[src/rtl/video_mode_sequencer_pkg.sv]
// Shared types and default constants for the video mode bring-up sequencer.
package video_mode_sequencer_pkg;

  typedef enum logic [2:0] {
    ST_BLANK     = 3'd0,
    ST_RECONF    = 3'd1,
    ST_WAIT_LOCK = 3'd2,
    ST_SETTLE    = 3'd3,
    ST_HOLD      = 3'd4,
    ST_TFP_INIT  = 3'd5,
    ST_RUN       = 3'd6,
    ST_ERROR     = 3'd7
  } state_t;

  localparam int unsigned DEF_LOCK_TIMEOUT  = 32'd1048576;
  localparam int unsigned DEF_SETTLE_CYCLES = 32'd4096;
  localparam int unsigned DEF_TFP_TIMEOUT   = 32'd4194304;
  localparam int unsigned DEF_MAX_RETRIES   = 32'd3;

  // Cycles the PLL reconfig engine gets to raise busy before we assume it finished.
  localparam int unsigned RECONF_GRACE      = 32'd16;

  localparam int RETRY_W = 2;

  function automatic int unsigned max2(input int unsigned a, input int unsigned b);
    return (a > b) ? a : b;
  endfunction

endpackage

[src/rtl/video_mode_sequencer_timer.sv]
// Saturating cycle counter shared by every timed state of the sequencer.
module seq_timer #(
  parameter int WIDTH = 8
) (
  input  logic             clock,
  input  logic             reset,
  input  logic             i_clear,
  input  logic             i_enable,
  input  logic [WIDTH-1:0] i_limit,
  output logic             o_done
);

  logic [WIDTH-1:0] r_count;

  // Count up while enabled, stick at all-ones, clear on request.
  always_ff @(posedge clock) begin
    if (reset) begin
      r_count <= '0;
    end else if (i_clear) begin
      r_count <= '0;
    end else if (i_enable && (r_count != {WIDTH{1'b1}})) begin
      r_count <= r_count + WIDTH'(1);
    end else begin
      r_count <= r_count;
    end
  end

  assign o_done = (r_count >= i_limit);

endmodule

[src/rtl/video_mode_sequencer.sv]
// Video mode bring-up sequencer: blank, reprogram PLL, wait lock+settle,
// re-init the DVI transmitter, clear measurements, re-enable video.
module video_mode_sequencer
  import video_mode_sequencer_pkg::*;
#(
  parameter int unsigned LOCK_TIMEOUT  = DEF_LOCK_TIMEOUT,
  parameter int unsigned SETTLE_CYCLES = DEF_SETTLE_CYCLES,
  parameter int unsigned TFP_TIMEOUT   = DEF_TFP_TIMEOUT,
  parameter int unsigned MAX_RETRIES   = DEF_MAX_RETRIES
) (
  input  logic               clock,
  input  logic               reset,
  input  logic               config_changed,
  input  logic [7:0]         config_data,
  output logic               pll_reconfig_start,
  output logic [7:0]         pll_reconfig_data,
  input  logic               pll_reconfig_busy,
  input  logic               pll_locked,
  output logic               tfp_init_start,
  input  logic               tfp_ready,
  input  logic               hpd_detected,
  output logic               video_enable,
  output logic               measure_reset,
  output logic               busy,
  output logic               error,
  output logic [RETRY_W-1:0] retry_count
);

  localparam int unsigned TMR_MAX =
    max2(max2(LOCK_TIMEOUT, TFP_TIMEOUT), max2(SETTLE_CYCLES, RECONF_GRACE));
  localparam int TW = $clog2(TMR_MAX + 1);

  state_t             r_state;
  logic               r_lock_meta;
  logic               r_lock_sync;
  logic               r_tmr_clear;
  logic               r_busy_seen;
  logic               r_pending;
  logic [RETRY_W-1:0] r_retry;
  logic [7:0]         r_pll_data;
  logic               r_pll_start;
  logic               r_tfp_start;
  logic               r_meas_rst;
  logic               r_video_enable;
  logic               r_busy;
  logic               r_error;

  logic [TW-1:0]      w_tmr_limit;
  logic               w_tmr_done;
  logic               w_tmr_hit;
  logic               w_tmr_enable;
  logic [RETRY_W-1:0] w_retry_inc;
  logic               w_retry_exhausted;
  logic               w_reconf_done;

  // Two-flop synchroniser for the asynchronous PLL lock indicator.
  always_ff @(posedge clock) begin
    if (reset) begin
      r_lock_meta <= 1'b0;
      r_lock_sync <= 1'b0;
    end else begin
      r_lock_meta <= pll_locked;
      r_lock_sync <= r_lock_meta;
    end
  end

  // Select the terminal count for whichever state owns the shared timer.
  always_comb begin
    w_tmr_limit = '0;
    case (r_state)
      ST_RECONF:    w_tmr_limit = TW'(RECONF_GRACE);
      ST_WAIT_LOCK: w_tmr_limit = TW'(LOCK_TIMEOUT);
      ST_SETTLE:    w_tmr_limit = TW'(SETTLE_CYCLES);
      ST_TFP_INIT:  w_tmr_limit = TW'(TFP_TIMEOUT);
      default:      w_tmr_limit = '0;
    endcase
  end

  // The first cycle after a state entry is spent clearing the timer, so its
  // terminal flag still reflects the previous state and must be ignored.
  assign w_tmr_enable      = ~r_tmr_clear;
  assign w_tmr_hit         = w_tmr_done & ~r_tmr_clear;
  assign w_retry_inc       = r_retry + 2'd1;
  assign w_retry_exhausted = ({30'd0, w_retry_inc} >= MAX_RETRIES);
  assign w_reconf_done     = ~pll_reconfig_busy & (r_busy_seen | w_tmr_hit);

  seq_timer #(
    .WIDTH(TW)
  ) u_timer (
    .clock    (clock),
    .reset    (reset),
    .i_clear  (r_tmr_clear),
    .i_enable (w_tmr_enable),
    .i_limit  (w_tmr_limit),
    .o_done   (w_tmr_done)
  );

  // Enter a state: restart the timer and set the level outputs it implies.
  task automatic go_to(input state_t s);
    r_state        <= s;
    r_tmr_clear    <= 1'b1;
    r_video_enable <= (s == ST_RUN);
    r_busy         <= (s != ST_RUN);
    r_error        <= (s == ST_ERROR);
  endtask

  // Record a failed attempt and either retry from BLANK or give up.
  task automatic fail_attempt();
    r_retry <= w_retry_inc;
    if (w_retry_exhausted) begin
      go_to(ST_ERROR);
    end else begin
      go_to(ST_BLANK);
    end
  endtask

  // Sequencer state machine with registered outputs.
  always_ff @(posedge clock) begin
    if (reset) begin
      r_state        <= ST_BLANK;
      r_tmr_clear    <= 1'b1;
      r_busy_seen    <= 1'b0;
      r_pending      <= 1'b0;
      r_retry        <= '0;
      r_pll_data     <= 8'h00;
      r_pll_start    <= 1'b0;
      r_tfp_start    <= 1'b0;
      r_meas_rst     <= 1'b0;
      r_video_enable <= 1'b0;
      r_busy         <= 1'b1;
      r_error        <= 1'b0;
    end else begin
      r_pll_start <= 1'b0;
      r_tfp_start <= 1'b0;
      r_meas_rst  <= 1'b0;
      r_tmr_clear <= 1'b0;
      if (config_changed && (r_state != ST_RECONF)) begin
        // A new mode overrides whatever else happens this cycle.
        r_retry   <= '0;
        r_pending <= 1'b0;
        go_to(ST_BLANK);
      end else begin
        case (r_state)
          ST_BLANK: begin
            if (!pll_reconfig_busy) begin
              r_pll_data  <= config_data;
              r_pll_start <= 1'b1;
              r_busy_seen <= 1'b0;
              go_to(ST_RECONF);
            end
          end
          ST_RECONF: begin
            if (config_changed) begin
              r_pending <= 1'b1;
            end
            if (pll_reconfig_busy) begin
              r_busy_seen <= 1'b1;
            end
            if (w_reconf_done) begin
              if (r_pending || config_changed) begin
                r_pending <= 1'b0;
                r_retry   <= '0;
                go_to(ST_BLANK);
              end else begin
                go_to(ST_WAIT_LOCK);
              end
            end
          end
          ST_WAIT_LOCK: begin
            if (r_lock_sync) begin
              go_to(ST_SETTLE);
            end else if (w_tmr_hit) begin
              fail_attempt();
            end
          end
          ST_SETTLE: begin
            if (!r_lock_sync) begin
              // Keep the running count so lock flapping cannot extend the timeout.
              r_state <= ST_WAIT_LOCK;
            end else if (w_tmr_hit) begin
              if (hpd_detected) begin
                r_tfp_start <= 1'b1;
                go_to(ST_TFP_INIT);
              end else begin
                go_to(ST_HOLD);
              end
            end
          end
          ST_HOLD: begin
            if (!r_lock_sync) begin
              go_to(ST_BLANK);
            end else if (hpd_detected) begin
              r_tfp_start <= 1'b1;
              go_to(ST_TFP_INIT);
            end
          end
          ST_TFP_INIT: begin
            // tfp_ready may still be high from a previous init on the entry cycle.
            if (tfp_ready && !r_tmr_clear) begin
              r_meas_rst <= 1'b1;
              r_retry    <= '0;
              go_to(ST_RUN);
            end else if (w_tmr_hit) begin
              fail_attempt();
            end
          end
          ST_RUN: begin
            if (!r_lock_sync) begin
              go_to(ST_BLANK);
            end else if (!hpd_detected) begin
              go_to(ST_HOLD);
            end
          end
          ST_ERROR: begin
            r_state <= ST_ERROR;
          end
          default: begin
            go_to(ST_BLANK);
          end
        endcase
      end
    end
  end

  assign pll_reconfig_start = r_pll_start;
  assign pll_reconfig_data  = r_pll_data;
  assign tfp_init_start     = r_tfp_start;
  assign measure_reset      = r_meas_rst;
  assign video_enable       = r_video_enable;
  assign busy               = r_busy;
  assign error              = r_error;
  assign retry_count        = r_retry;

endmodule

[config.mk]
export PLATFORM = sky130hd
export DESIGN_NAME = video_mode_sequencer
export DESIGN_NICKNAME = d
export VERILOG_FILES = /design/src/rtl/video_mode_sequencer_pkg.sv /design/src/rtl/video_mode_sequencer_timer.sv /design/src/rtl/video_mode_sequencer.sv
export SDC_FILE = /design/constraint.sdc
export NUM_CORES = 1
export LEC_CHECK = 0
export BUFFER_PORTS_ARGS = -buffer_cell sky130_fd_sc_hd__buf_2
export CAP_MARGIN = 20
export CORE_MARGIN = 3
export CORE_UTILIZATION = 50
export DETAILED_ROUTE_END_ITERATION = 16
export PLACE_DENSITY = 0.77
export SYNTH_ARGS = -nofsm -noshare
export SYNTH_HDL_FRONTEND = slang
export SYNTH_SLANG_ARGS = --single-unit
[constraint.sdc]
create_clock -name clock -period 3.6 [get_ports clock]
set_input_delay 0.54 -clock clock [delete_from_list [all_inputs] [get_ports clock]]
set_output_delay 0.54 -clock clock [all_outputs]
set_load 0.02 [all_outputs]
==> flow_metrics.tcl, run 1 <==
set metrics [dict create \
    timing.final.crit_share_pct 91.15 \
    status "finished, final reports clean" \
    final.setup.tns_ns 0 \
    synth_edf_count 0 \
    grt.total_usage_pct 19.75 \
    die_y_um 79.10 \
    async_flop_share_pct 0 \
    holdBufCountCts 0 \
    p_comb_share_pct 13.1 \
    io_pins 31 \
    cts_tree "done" \
    clkPwrFrac_pct 32.7 \
    synth_area_leaders "dfxtp_1 35%, nor2_1 6.0%, ha_1 5.2%" \
    crit_fanout 14 \
    skew_ns 0.01110 \
    cp_cell_sequence "inv_1, ha_1, nand2b_1, inv_1, ha_1, nand4bb_1, a311oi_1, o31a_1, nand2_1, xnor2_1, a2111oi_0" \
    worst_slew_pin_slew_ns 0.5536 \
    worst_path_max_delay_cell "o31a_1" \
    leakagePower_nw 1.115 \
    ys.flop_type "dfxtp_1" \
    seqPwrFrac_pct 54.2 \
    cp_data_required_time_ns 3.79 \
    timing.final.crit_period_ns 3.281 \
    path_class "flip-flop to flip-flop" \
    drc_errors 0 \
    grt_max_degree 24 \
    die-area_um2 6256 \
    n_antenna_cell 0 \
    place_hpwl_um 4285 \
    grt_pass1_wl_um 10030 \
    antenna_found_initial 0 \
    fmax_mhz 304.7 \
    max_stage_delay_ns 0.50 \
    power.share.switching_pct 27.63 \
    drt-initial-drc-count 213 \
    initial_core_util_pct 54.05 \
    synth_seq_area_share_pct 35.22 \
    cp-end-kind "flip-flop" \
    yosysTopAreaCell "dfxtp_1" \
    setup_viol_count_final 0 \
    avgRoutedWirePerCell_um 13.95 \
    power_w 0.0009965 \
    drv_cap 0 \
    startpoint_type "flip-flop" \
    core_area_um2 4942 \
    syn2layout_area_growth_pct 10.26 \
    nNetsFinal 381 \
    finalHoldViolations 0 \
    cts_buffers 5 \
    worst_skew_pair.late_latency_ns 0.30 \
    slew_viol_final 0 \
    avgSynthCellArea_um2 8.070 \
    via_count 2409 \
    antenna_left 0 \
    ctsHtreeMaxLevel 2 \
    synth_most_common_cell "dfxtp_1" \
    root_buffer "clkbuf_8" \
    clock-sinks 47 \
    ys_types 53 \
    yosysTopAreaCellShare_pct 35.22 \
    ir_drop_mv 0.2759 \
    ys_warn_count 0 \
    numPortBuffers 30 \
    cts_resized 0 \
    p_int_w 0.0007212 \
    clockBufferDepth 2 \
    synth_seq_cells 47 \
    synth_nets 357 \
    place_congestion 0.9356 \
    routed_wl_um 5900 \
    drive_gt1_share_pct 13.76 \
    viasPerCell 5.695 \
    p_sw_w 0.0002753 \
    maxSlewHeadroom_pct 62.81 \
    num_rows 25 \
    synthCells 331 \
    power_density_nw_per_um2 338.3 \
    synth_commonest_cells "47 x dfxtp_1, 43 x nor2_1, 28 x nand2_1" \
    hold_path_class "flip-flop to flip-flop" \
    cts_setup_buffers 0 \
    grt_pass1_vias 2216 \
    path_clk_slew_ns 0.09 \
    netlist_area_um2 2671 \
    rsz0062_at_grt "no" \
    overflow 0 \
    dr.pass1.iters 4 \
    critical_path_arrival_ns 3.47 \
    die-width_um 79.10 \
]
area by class of cell:
type | instances | area, µm²
Inverter | 16 | 60.06
Clock inverter | 3 | 18.77
Tap cell | 67 | 83.83
Multi-Input combinational cell | 252 | 1600
Fill cell | 458 | 1997
Clock buffer | 5 | 68.82
Timing Repair Buffer | 33 | 172.7
Sequential cell | 47 | 940.9
cells in the final DEF, fill, tap and decap left out, drive strengths merged, types with 2 or more instances in the layout:
cell     synthesis  final
mux2i           10     10
clkbuf          13      5
a21o             4      4
nand2b           7      7
nand2           28     28
o21a             4      4
buf              3     33
o21ai           16     16
a211oi           4      4
xor2             2      2
a2111oi          4      4
nor3            14     14
nor3b            3      3
inv             16     17
nand3            9      9
ha              11     11
nand4            6      6
o22ai            3      3
clkinv           0      2
o31a             4      4
nor2            43     43
or3              7      7
nor2b           10     10
a21oi           15     15
and2             2      2
dfxtp           47     47
a221oi           2      2
and4             3      3
xnor2           14     14
nor4             7      7
per-layer routing:
layer  vias up  track usage, %  wire, µm  part of all wire (%)
met5         -               0         0                     0
met4         0           6.529        61                   1.0
met3         5           4.195       391                   6.6
met2        65           31.14      2709                    46
met1      1118           26.83      2737                    46
li1       1221               -         -                     -
flip-flops by register name, summed over array words and instances (netlist names), 2 cells and up:
name	cells
r_state	3
retry_count	2
u_timer.r_count	23
pll_reconfig_data	8
cell families after synthesis:
kind of cell	Yosys count	synth area share, %
compound gates	68	17.38
xor+xnor	16	5.246
fa+ha+maj	11	5.152
buf+inv	32	4.871
flops	47	35.22
mux	11	4.169
simple gates	146	27.96
worst paths after layout:
| check | start | to | slack, ns | depth (start not counted) |
|---|---|---|---|---|
| min | r_lock_meta | r_lock_sync | 0.45 | 1 |
| max | r_state[1] | retry_count[0] | 0.32 | 11 |
| min reg2reg | r_lock_meta | r_lock_sync | 0.45 | 1 |
| max reg2reg | r_state[1] | retry_count[0] | 0.32 | 11 |
critical path, delay by kind of cell (launching register included):
| kind | cells | cell delay [ns] |
|---|---|---|
| AOI/OAI and AO/OA | 3 | 1.21 |
| adders and majority gates | 2 | 0.63 |
| and+or+nand+nor | 3 | 0.48 |
| DFF | 1 | 0.43 |
| buffers and inverters | 2 | 0.22 |
| xor gates and xnor gates | 1 | 0.17 |
power groups by stage:
stage / logic [W] / registers (W) / clock network, W
floorplan: 0.0000923 / 0.000557 / 0
global placement: 0.000128 / 0.000552 / 0
detailed placement: 0.000130 / 0.000552 / 0
CTS: 0.000130 / 0.000541 / 0.000339
global route: 0.000145 / 0.000542 / 0.000355
finish: 0.000131 / 0.000540 / 0.000325
through the flow:
| stage | hold slack, ns | cells | area, µm² | setup slack, ns | util, % |
|---|---|---|---|---|---|
| after floorplan | 0.4138 | 331 | 2671 | 0.7543 | - |
| after global placement | 0.4208 | 415 | 2858 | 0.5642 | 57.82 |
| after detailed placement | 0.4416 | 415 | 2858 | 0.3892 | 57.82 |
| after CTS | 0.4386 | 423 | 2945 | 0.3656 | 59.59 |
| after global routing | 0.4406 | 423 | 2945 | 0.01361 | 59.59 |
| final | 0.4461 | 423 | 2945 | 0.3186 | 59.59 |
Power figures use the tool's default switching activity.
==> run 2, diff against run 1 <==
RECOVER_POWER = 100   (was not set)
==> run 2 against run 1 <==
Effect of this change:
- die area unchanged
- non-clock buffer count unchanged
- global-route usage unchanged
- hold slack got worse by 0.0030 ns
- setup slack improved by 0.018 ns
- final area decreased by 1.1%
- critical endpoint unchanged
==> flow_metrics.tcl, run 2 (synthesis results as in run 1) <==
set metrics [dict create \
    timing.final.crit_share_pct 90.66 \
    regMostFlops "u_timer.r_count" \
    fmax_mhz 306.4 \
    grt_max_degree 24 \
    cts_tree "done" \
    ir_drop_mv 0.2762 \
    setup_viol_count_final 0 \
    num_rows 25 \
    grt.total_usage_pct 19.75 \
    cts_resized 0 \
    drive_gt1_share_pct 8.427 \
    worst_slew_pin_slew_ns 0.5965 \
    routed_wl_um 5908 \
    cp-end-kind "flip-flop" \
    cp_data_required_time_ns 3.79 \
    place_congestion 0.9356 \
    slew_viol_final 0 \
    core_area_um2 4942 \
    ctsHtreeMaxLevel 2 \
    skew_ns 0.01204 \
    worst_skew_pair.late_latency_ns 0.30 \
    grt_pass1_vias 2216 \
    antenna_left 0 \
    crit_fanout 14 \
    leakagePower_nw 1.044 \
    avgRoutedWirePerCell_um 13.97 \
    drt-initial-drc-count 207 \
    io_pins 31 \
    cts_setup_buffers 0 \
    drc_errors 0 \
    timing.final.crit_period_ns 3.264 \
    viasPerCell 5.686 \
    final.setup.tns_ns 0 \
    path_clk_slew_ns 0.10 \
    drv_cap 0 \
    hold_path_class "flip-flop to flip-flop" \
    holdBufCountCts 0 \
    clock-sinks 47 \
    n_antenna_cell 0 \
    grt_pass1_wl_um 10030 \
    cts_buffers 5 \
    final_common_cell "dfxtp_1" \
    critical_path_arrival_ns 3.45 \
    die-area_um2 6256 \
    dr.pass1.iters 4 \
    utilization_pct 58.96 \
    place_hpwl_um 4285 \
    finalHoldViolations 0 \
    nNetsFinal 381 \
    largest_reg_flops 23 \
    via_count 2405 \
    maxSlewHeadroom_pct 60.23 \
    antenna_found_initial 0 \
    numPortBuffers 30 \
    clockBufferDepth 2 \
    path_class "flip-flop to flip-flop" \
    power_density_nw_per_um2 341.6 \
    die-width_um 79.10 \
    root_buffer "clkbuf_8" \
    most-common-layout-cells "47 x dfxtp_1, 43 x nor2_1, 28 x nand2_1" \
    initial_core_util_pct 54.05 \
    die_y_um 79.10 \
    status "finished, final reports clean" \
    syn2layout_area_growth_pct 9.086 \
    overflow 0 \
    startpoint_type "flip-flop" \
    rsz0062_at_grt "no" \
]
run 2: cell types whose count changed in the layout (fill, tap and decap cells not counted):
| cell | previous run | this run |
|---|---|---|
| buf_2 | 30 | 13 |
| clkbuf_1 | 0 | 18 |
| nor4_1 | 6 | 7 |
| buf_4 | 3 | 2 |
| nor4_2 | 1 | 0 |
run 2: final cells by class:
type                       instances  area [µm²]
clock buffer                       5       68.82
clock inverter                     3       18.77
fill                             468        2028
inverter                          16       60.06
multi-input combinational        252        1594
sequential                        47       940.9
tap                               67       83.83
timing repair buffer              33       147.6
run 2: final timing paths:
path,startpoint,end,slack (ns),cells past startpoint
min reg2reg,r_lock_meta,r_lock_sync,0.44,1
max reg2reg,r_state[1],retry_count[0],0.34,11
min,r_lock_meta,r_lock_sync,0.44,1
max,r_state[1],retry_count[0],0.34,11
run 2: worst max-delay path, cell delays in order, from the launching register on:
cell	delay [ns]
dfxtp_1	0.43
inv_1	0.11
ha_1	0.34
nand2b_1	0.19
inv_1	0.11
ha_1	0.29
nand4bb_1	0.10
a311oi_1	0.36
o31a_1	0.50
nand2_1	0.19
xnor2_1	0.17
a2111oi_0	0.35
run 2: per-stage QoR:
stage	hold WS, ns	worst slack, ns	instance area, µm²	cells	total power, W
global placement	0.4208	0.5642	2858	415	0.0006800
CTS	0.4386	0.3656	2945	423	0.001010
floorplan	0.4138	0.7543	2671	331	0.0006496
detailed placement	0.4416	0.3892	2858	415	0.0006822
finish	0.4431	0.3361	2914	423	0.0009953
global route	0.4406	0.01361	2914	423	0.001041
run 2: power breakdown:
part,leakage [nW],internal (W),switching (W)
combinational,0.615,0.0000513,0.0000775
clock,0.0483,0.000137,0.000189
sequential,0.381,0.000531,0.00000970
run 2: metal layers:
metal / vias to the layer above / share of wire, % / global-route usage, %
li1: 1226 / - / -
met5: - / 0 / 0
met4: 0 / 1.0 / 6.529
met2: 64 / 46 / 31.14
met3: 5 / 6.7 / 4.195
met1: 1110 / 46 / 26.83
==> run 3, diff against run 2 <==
TNS_END_PERCENT = 20   (was not set)
clock period = 3.1 ns   (was 3.6 ns; I/O delays follow)
==> run 3 against run 2 <==
Effect of this change:
- via count increased by 6.1%
- core utilization increased by 1.7 points
- sequential power increased by 16%
- setup slack got worse by 0.20 ns
- clock power increased by 14%
- first-iteration DRC count increased by 40%
==> flow_metrics.tcl, run 3 (synthesis results as in run 1) <==
set metrics [dict create \
    cts_buffers 5 \
    skew_ns 0.004837 \
    clock-sinks 47 \
    antenna_left 0 \
    crit_fanout 6 \
    num_rows 25 \
    final.setup.tns_ns 0 \
    numPlacedInstances 423 \
    drive_gt1_share_pct 11.17 \
    drt-initial-drc-count 289 \
    initial_core_util_pct 54.05 \
    worst_skew_pair.late_latency_ns 0.30 \
    cp_cell_sequence "inv_1, ha_1, nand2b_1, inv_1, ha_1, nand4bb_1, a311oi_2, nor3_1, a21o_1, nand2b_1, a2111oi_2" \
    root_buffer "clkbuf_8" \
    leakagePower_nw 1.089 \
    placed_area_um2 2918 \
    setup_viol_count_final 0 \
    ctsHtreeMaxLevel 2 \
    io_pins 31 \
    path_class "flip-flop to flip-flop" \
    grt_pass1_vias 2233 \
    path_clk_slew_ns 0.09 \
    syn2layout_area_growth_pct 12.32 \
    stdcell_area_um2 3000 \
    hold_path_class "primary input to flip-flop" \
    drv_cap 0 \
    clockBufferDepth 2 \
    avgRoutedWirePerCell_um 14.68 \
    dr.pass1.iters 4 \
    die-area_um2 6256 \
    viasPerCell 5.878 \
    most-common-layout-cells "47 x dfxtp_1, 43 x nor2_1, 28 x nand2_1" \
    largest_reg_flops 23 \
    status "finished, final reports clean" \
    ir_drop_mv 0.3102 \
    grt.total_usage_pct 20.22 \
    drc_errors 0 \
    place_ws_ns 0.06077 \
    fmax_mhz 337.7 \
    n_antenna_cell 0 \
    power_w 0.001165 \
    critical_path_arrival_ns 3.16 \
    cts_tree "done" \
    grt_max_degree 24 \
    core_area_um2 4942 \
    holdBufCountCts 0 \
    slew_viol_final 0 \
    worst_slew_pin_slew_ns 0.6347 \
    via_count 2551 \
    place_congestion 0.9343 \
    max_stage_delay_ns 0.46 \
    antenna_found_initial 0 \
    die-width_um 79.10 \
    power_density_nw_per_um2 388.3 \
    finalWorstSetupSlack_ns 0.1389 \
    regMostFlops "u_timer.r_count" \
    timing.final.crit_share_pct 95.52 \
    cp-end-kind "flip-flop" \
    timing.final.crit_period_ns 2.961 \
    cp_data_required_time_ns 3.30 \
    die_y_um 79.10 \
    overflow 0 \
    finalHoldViolations 0 \
    nNetsFinal 392 \
    finalNonFillerCells 434 \
    numPortBuffers 30 \
    worst_path_max_delay_cell "dfxtp_1" \
    grt_pass1_wl_um 10310 \
    startpoint_type "flip-flop" \
    maxSlewHeadroom_pct 57.68 \
    fill_cells 465 \
    place_hpwl_um 4354 \
    routed_wl_um 6371 \
    final_common_cell "dfxtp_1" \
    rsz0062_at_grt "no" \
]
run 3: power breakdown:
group          internal, W  switching [W]  leakage, nW
clock network     0.000159       0.000214       0.0483
registers         0.000616      0.0000123        0.381
logic            0.0000655      0.0000975        0.660
run 3: path summary, 6_finish.rpt:
check                                 start     endpoint  slack [ns]  depth (start not counted)
worst min register to register  r_lock_meta  r_lock_sync        0.46                          1
worst max-delay path             r_state[1]   r_state[2]        0.14                         11
worst min-delay path             pll_locked  r_lock_meta        0.37                          2
worst max register to register   r_state[1]   r_state[2]        0.14                         11
run 3: final cells by class:
class	instances	area, µm²	share of cell area, %
Tap cell	67	83.83	2.794
Inverter	16	60.06	2.002
Clock buffer	5	68.82	2.294
Sequential cell	47	940.9	31.36
Clock inverter	3	18.77	0.6255
Timing Repair Buffer	43	219.0	7.298
Multi-Input combinational cell	253	1609	53.63
run 3: what timing repair did:
action	CTS	global route
setup buffers	0	2
endpoints found under the setup margin	0	6
resized for setup	0	3
run 3: critical path, delay by kind of cell (launching register included):
kind                     cells  cell delay [ns]
AO/OA/AOI/OAI                3             0.97
AND/OR/NAND/NOR              4             0.63
adder cells (fa/ha/maj)      2             0.57
flip-flops                   1             0.46
buffers and inverters        2             0.24
run 3: metal layers:
layer,wire (µm),up-vias,GRT usage (%)
li1,-,1248,-
met1,2932,1188,27.80
met2,2966,106,32.32
met3,402,9,3.628
met4,69,0,6.014
met5,0,-,0
run 3: through the flow:
step / hold WS (ns) / utilization [%]
5_1_grt: 0.3854 / 60.71
4_1_cts: 0.3752 / 60.81
2_1_floorplan: 0.4138 / -
3_5_place_dp: 0.4466 / 59.04
6_report: 0.3736 / 60.71
3_3_place_gp: 0.4233 / 59.04
